`src/rtl/mem_arbiter.sv`:
```
// Two-requester arbiter (fetch / memory stage) in front of one single-port memory.
// Commands are latched at grant and held stable for the whole access.
module mem_arbiter #(
  parameter int unsigned ADDR_W = 32,
  parameter int unsigned DATA_W = 32
) (
  input  logic              CLK,
  input  logic              Reset,
  input  logic              IReqF,
  input  logic [ADDR_W-1:0] IAddrF,
  input  logic              DReqM,
  input  logic              DWeM,
  input  logic [ADDR_W-1:0] DAddrM,
  input  logic [DATA_W-1:0] DWDataM,
  output logic              MemReq,
  output logic              MemWe,
  output logic [ADDR_W-1:0] MemAddr,
  output logic [DATA_W-1:0] MemWData,
  input  logic              MemReady,
  input  logic [DATA_W-1:0] MemRData,
  output logic [DATA_W-1:0] IRDataF,
  output logic [DATA_W-1:0] DRDataM,
  output logic              StallF,
  output logic              StallM
);

  localparam logic [2:0] IDLE  = 3'd0;
  localparam logic [2:0] IBUSY = 3'd1;
  localparam logic [2:0] DBUSY = 3'd2;
  localparam logic [2:0] IDONE = 3'd3;
  localparam logic [2:0] DDONE = 3'd4;

  logic [2:0]        state;
  logic [2:0]        state_nxt;
  logic              last_d;
  logic              cmd_we;
  logic              we_nxt;
  logic [ADDR_W-1:0] addr_nxt;
  logic [DATA_W-1:0] wdata_nxt;
  logic              grant_i;
  logic              grant_d;

  // Instruction wins a tie only when the previous grant went to data.
  assign grant_i = IReqF && (!DReqM || last_d);
  assign grant_d = DReqM && !grant_i;

  // Next state and command to be latched on leaving IDLE.
  always_comb begin
    state_nxt = state;
    we_nxt    = cmd_we;
    addr_nxt  = MemAddr;
    wdata_nxt = MemWData;
    case (state)
      IDLE: begin
        if (grant_i) begin
          state_nxt = IBUSY;
          we_nxt    = 1'b0;
          addr_nxt  = IAddrF;
          wdata_nxt = '0;
        end else if (grant_d) begin
          state_nxt = DBUSY;
          we_nxt    = DWeM;
          addr_nxt  = DAddrM;
          wdata_nxt = DWDataM;
        end
      end
      IBUSY:   if (MemReady) state_nxt = IDONE;
      DBUSY:   if (MemReady) state_nxt = DDONE;
      IDONE:   state_nxt = IDLE;
      DDONE:   state_nxt = IDLE;
      default: state_nxt = IDLE;
    endcase
  end

  // State, latched command, registered memory strobes and read data.
  always_ff @(posedge CLK) begin
    if (!Reset) begin
      state    <= IDLE;
      last_d   <= 1'b1;
      cmd_we   <= 1'b0;
      MemReq   <= 1'b0;
      MemWe    <= 1'b0;
      MemAddr  <= '0;
      MemWData <= '0;
      IRDataF  <= '0;
      DRDataM  <= '0;
    end else begin
      state    <= state_nxt;
      cmd_we   <= we_nxt;
      MemAddr  <= addr_nxt;
      MemWData <= wdata_nxt;
      MemReq   <= (state_nxt == IBUSY) || (state_nxt == DBUSY);
      MemWe    <= (state_nxt == DBUSY) && we_nxt;
      if (state == IBUSY && MemReady) begin
        IRDataF <= MemRData;
        last_d  <= 1'b0;
      end
      if (state == DBUSY && MemReady) begin
        if (!cmd_we) DRDataM <= MemRData;
        last_d <= 1'b1;
      end
    end
  end

  assign StallF = IReqF && (state != IDONE);
  assign StallM = DReqM && (state != DDONE);

endmodule
```
`config.mk`:
```
export PLATFORM = sky130hd
export DESIGN_NAME = mem_arbiter
export DESIGN_NICKNAME = d
export VERILOG_FILES = /design/src/rtl/mem_arbiter.sv
export SDC_FILE = /design/constraint.sdc
export NUM_CORES = 1
export LEC_CHECK = 0
export CAP_MARGIN = 5
export CORE_UTILIZATION = 42
export CTS_CLUSTER_DIAMETER = 120
export DETAILED_ROUTE_END_ITERATION = 7
export PLACE_DENSITY = 0.85
export RECOVER_POWER = 100
export SYNTH_ARGS = -nofsm -noshare
export SYNTH_HDL_FRONTEND = slang
export SYNTH_SLANG_ARGS = --single-unit
```
`constraint.sdc`:
```
create_clock -name CLK -period 2.8 [get_ports CLK]
set_clock_uncertainty 0.1 [all_clocks]
set_input_delay 0.7 -clock CLK [delete_from_list [all_inputs] [get_ports CLK]]
set_output_delay 0.7 -clock CLK [all_outputs]
set_load 0.01 [all_outputs]
```
**Yosys cells after proc, flatten, opt, wreduce, memory -nomap -nowiden**

Index checks and enable logic that the tools add are counted.

- Muxes and demuxes: 12
- Eq/ne operators: 6
- Bitwise gates (word level): 2
- Reduce and logical (&&, ||, !) cells: 16

Operators by type and width:

| kind | count |
|---|---|
| 2-to-1 mux 32 bit | 4 |
| 2-to-1 mux 3 bit | 4 |
| one-hot mux 3 bit (3 select lines) | 1 |
| logical AND 1 bit | 7 |
| == test 3 x 1 -> 1 bit (second input constant) | 2 |
| == test 3 x 2 -> 1 bit (second input constant) | 2 |
| AND reduction 2 bit | 2 |
| zero test 3 bit | 1 |
| 2-to-1 mux 1 bit | 3 |
| inequality test 3 x 2 -> 1 bit (second input constant) | 1 |
| inequality test 3 bit (second input constant) | 1 |
| zero test 1 bit | 2 |
| logical OR 1 bit | 2 |
| NOT 1 bit | 2 |
| nonzero test 2 bit | 1 |
| OR reduction 2 bit | 1 |

- Word-level logic and storage cells: 45
- Output and inout bits: 132
- Register bits after elaboration: 135

**Logic depth before layout (Yosys ltp)**

- Depth in word-level cells: 10
- Mapped depth: 7
- Depth with buffers taken out: 4

**Worst setup path before layout**

Ideal clock, no wire load.

- Path kind: in2reg
- From: input port MemReady
- To: register DRDataM[10]
- Required time: 2568 ps
- Path buffers: 2
- Arrival time: 1578 ps
- Path slack: 990 ps
- Stages on the path: 6
- Setup time: 132 ps
- Cells stage by stage: nand2_1 -> or4_1 -> clkbuf_1 -> buf_2 -> nand2_1 -> a21oi_1

- Cells in the longest elaborated chain, start to end: 2

RTL lines:

| what | line | RTL |
|---|---|---|
| start: declaration | 19 | `input logic MemReady,` |
| logical AND 1 bit | 98 | `if (state == DBUSY && MemReady) begin` |
| AND reduction 2 bit (no line) | -- |  |
| end signal: assignment | 99 | `if (!cmd_we) DRDataM <= MemRData;` |
| end: declaration | 22 | `output logic [DATA_W-1:0] DRDataM,` |

Every way passes these cells.
A chain may end at the register's enable or synchronous reset.

**Worst setup path in the final report**

- From: input port IReqF
- To: output port StallF

- Cells in the longest elaborated chain, start to end: 1

RTL lines:

| what | line | RTL |
|---|---|---|
| start: declaration | 9 | `input logic IReqF,` |
| logical AND 1 bit | 105 | `assign StallF = IReqF && (state != IDONE);` |
| end: declaration | 23 | `output logic StallF,` |

Every way passes these cells.

==> impl_results.md <==
* Sequential cell area at approximately 2700 µm²
* Htree depth at 4
* Post-Synth Simple-Gate Area at 18.56%
* First-pass GRT wire length at 26,320 µm
* Final period util at 95.15%
* Cell Count, Final, Fillers Out at 1,011
* PD cells at roughly 630 nW/µm²
* Post-CTS sizing at 0
* Max-cap viol count at 0
* CP required at 2000 ps
* RR Startpoint: state[2]
* Final WS setup at 135.8 ps
* Final number of setup-violating endpoints at 0
* Ys async rst share at 0%
* Post-synthesis cell count at between 600 and 700
* Pre-antenna DRT Iters at 5
* Clock sink count at 135
* Cells on worst reg2reg path at 4
* VDD IR-drop max at 0.3912 mV
* Via density at 5.390
* Multi-input gate area at 2022 µm²
* Synth Area in XOR/XNOR at 0%
* Initial DRC count at about 370
* Outcome: finished, final reports clean
* Die ar. at ~12,000 µm²
* WS Path Type: in -> out
* PortBufs at 265
* Largest net degree at the start of global routing at 65
* All-Layer GR Usage at 26.80%
* Min Hold Slack at 348.0 ps
* Setup bufs post-CTS at 0
* Switching pwr at 1.400 mW
* Worst slew pin tran at 1221 ps
* Pre-CTS WS at between 30 and 40 ps
* Worst-path fanout max at 2
* RSZ-0062 raised after global routing: no
* WHS Endpoint: MemWData[12]
* N_diodes at 0
* Initial antenna violation count at 0
* CTS Buf Count at 17
* Syn_nets at roughly 750
* CP endpoint kind: primary output
* Core area at 11,470 µm²
* CP Data Arrival Time at 1860 ps
* Mux cell area share after synthesis at 0%
* Worst-Skew Late Latency at 410 ps
* Critical Path Source Type: input port
* Mean Syn Cell Area at 8.130 µm²
* Hold depth at 2
* Die span in x at 110.8 µm
* # nets final at just under 1,000
* FF-to-FF setup slack at 580 ps
* Min-delay src: MemWData[12]
* Initial Utilization at a little over two fifths
* Final TNS setup at 0 ps
* Clk pwr share at 37.5%
* Final hold viol count at 0
* Post-synthesis compound-gate area fraction at 21.79%
* DPL Wire Length at 11,520 µm
* Clock Path Buffers at 2
* Main flop type after synthesis: dfxtp_1
* Post-Route Utilization at approximately 72%
* Min Tclk post-route at 2664 ps
* Clk root buf: clkbuf_16
* Clock slew at reported path FFs at 60 ps
* CTS Hold Buffers Added at 0
* Post-synth EDFFs at 0
* Slew headroom at between 10% and 20%
* Unique masters post-synth at 30
* Int Power at 3.806 mW
* Adder-cell share of the synthesized area at 0%
* Area Growth Syn to Fin at 65.11%
* Die height at 110.8 µm
* Gate power share at 20.8%
* Row count at 39
* Largest family of logic cells by synthesized area: compound AO/OA/AOI/OAI gates
* YS warnings at 0
* Placed cells at 983
* WL/cell at 16.49 µm
* Total gr overflow at 0
* Fraction of layout instances using a drive strength above 1 at between 5 and 6%
* Synthesized area at 4967 µm²
* IO Pins at ~270
* Antenna Violating Nets Remaining at 0
* Final Wtd Congestion at 0.8148
* CTS tree: yes
* Yosys reg bits at around 140
* Fmax at between 0.3 and 0.4 GHz
* Most common cell after layout, fill and taps aside: nand2_1
* Sequential area share after synthesis at 54.41%
* P_leak at approximately 3.3 nW
* Fin. max-slew vios at 0
* Worst Hold Class: reg -> reg
* Reg-to-Reg End: MemAddr[29]
* Sw Share at 26.89%
* Commonest non-fill, non-tap cells in the layout: nand2_1 (164), dfxtp_1 (134), a21oi_1 (132), clkdlybuf4s50_1 (132), dlygate4sd3_1 (132)
* Vias in the first global route at approximately 5,300
* Post-Route WL at 16,670 µm
* Sequential fraction of design power at 41.8%
* Drt drc at 0
* Fillers at 887
* Vias at between 5,000 and 6,000
-- worst max-delay path, cell delays in order --
cell and delay, ps:
clkdlybuf4s50_1 480, o31a_1 150, clkdlybuf4s50_1 530
-- flip-flops by register name, indices dropped and copies added, names as in the netlist --
signal,cells
DRDataM,32
IRDataF,32
MemAddr,32
MemWData,32
state,3
MemReq,1
MemWe,1
cmd_we,1
last_d,1
-- cell families (layout without fill, tap and decap cells) --
| family | after synthesis | count (layout) |
|---|---|---|
| AO/OA/AOI/OAI | 204 | 204 |
| buffers and inverters | 55 | 312 |
| flip-flops | 135 | 135 |
| AND/OR/NAND/NOR | 217 | 217 |
-- synthesized netlist by cell type (all sizes together) (2+ instances only) --
cell,instances,area [µm²]
dfxtp,135,2703
nor2,6,38.79
o21ai,35,175.2
nand2b,3,18.77
nand3,32,160.2
inv,4,15.01
o22ai,33,206.5
clkbuf,29,108.9
nor4,2,18.77
nor3,3,20.02
nand2,165,619.3
a21oi,132,660.6
buf,22,136.4
-- per-stage QoR --
stage	area, µm²	power [mW]
2_1_floorplan	4967	2.721
3_3_place_gp	7715	3.317
3_5_place_dp	7715	3.358
4_1_cts	8228	5.314
5_1_grt	8202	5.414
6_report	8202	5.206
-- worst max path at each step --
stage	from	endpoint	slack [ps]	cells past startpoint
2_1_floorplan	MemReady	DRDataM[10]	990	6
3_3_place_gp	DReqM	StallM	40	4
3_5_place_dp	DReqM	StallM	40	4
4_1_cts	state[1]	StallF	10	3
5_1_grt	IReqF	StallF	110	3
6_report	IReqF	StallF	140	3
-- cell type report --
class                           count  share of cell area (%)
Clock buffer                       23                   5.950
Timing Repair Buffer              280                   33.76
Clock inverter                      5                  0.3051
Sequential cell                   135                   32.97
Multi-Input combinational cell    421                   24.65
Inverter                            4                  0.1831
Tap cell                          143                   2.182
-- metal layers --
layer / GRT usage (%) / vias up / share of wire [%]
li1: - / 2594 / -
met1: 28.53 / 2563 / 38
met5: 0 / - / 0
met3: 7.873 / 38 / 7.4
met2: 48.32 / 254 / 51
met4: 12.62 / 0 / 3.1
-- power groups by stage --
stage | clock network [mW] | registers [mW] | logic [mW]
after floorplan | 0 | 2.27 | 0.448
after global placement | 0 | 2.21 | 1.11
after detailed placement | 0 | 2.22 | 1.14
after CTS | 1.98 | 2.18 | 1.15
after global routing | 2.06 | 2.19 | 1.16
final | 1.95 | 2.17 | 1.08
Power figures use the tool's default switching activity.
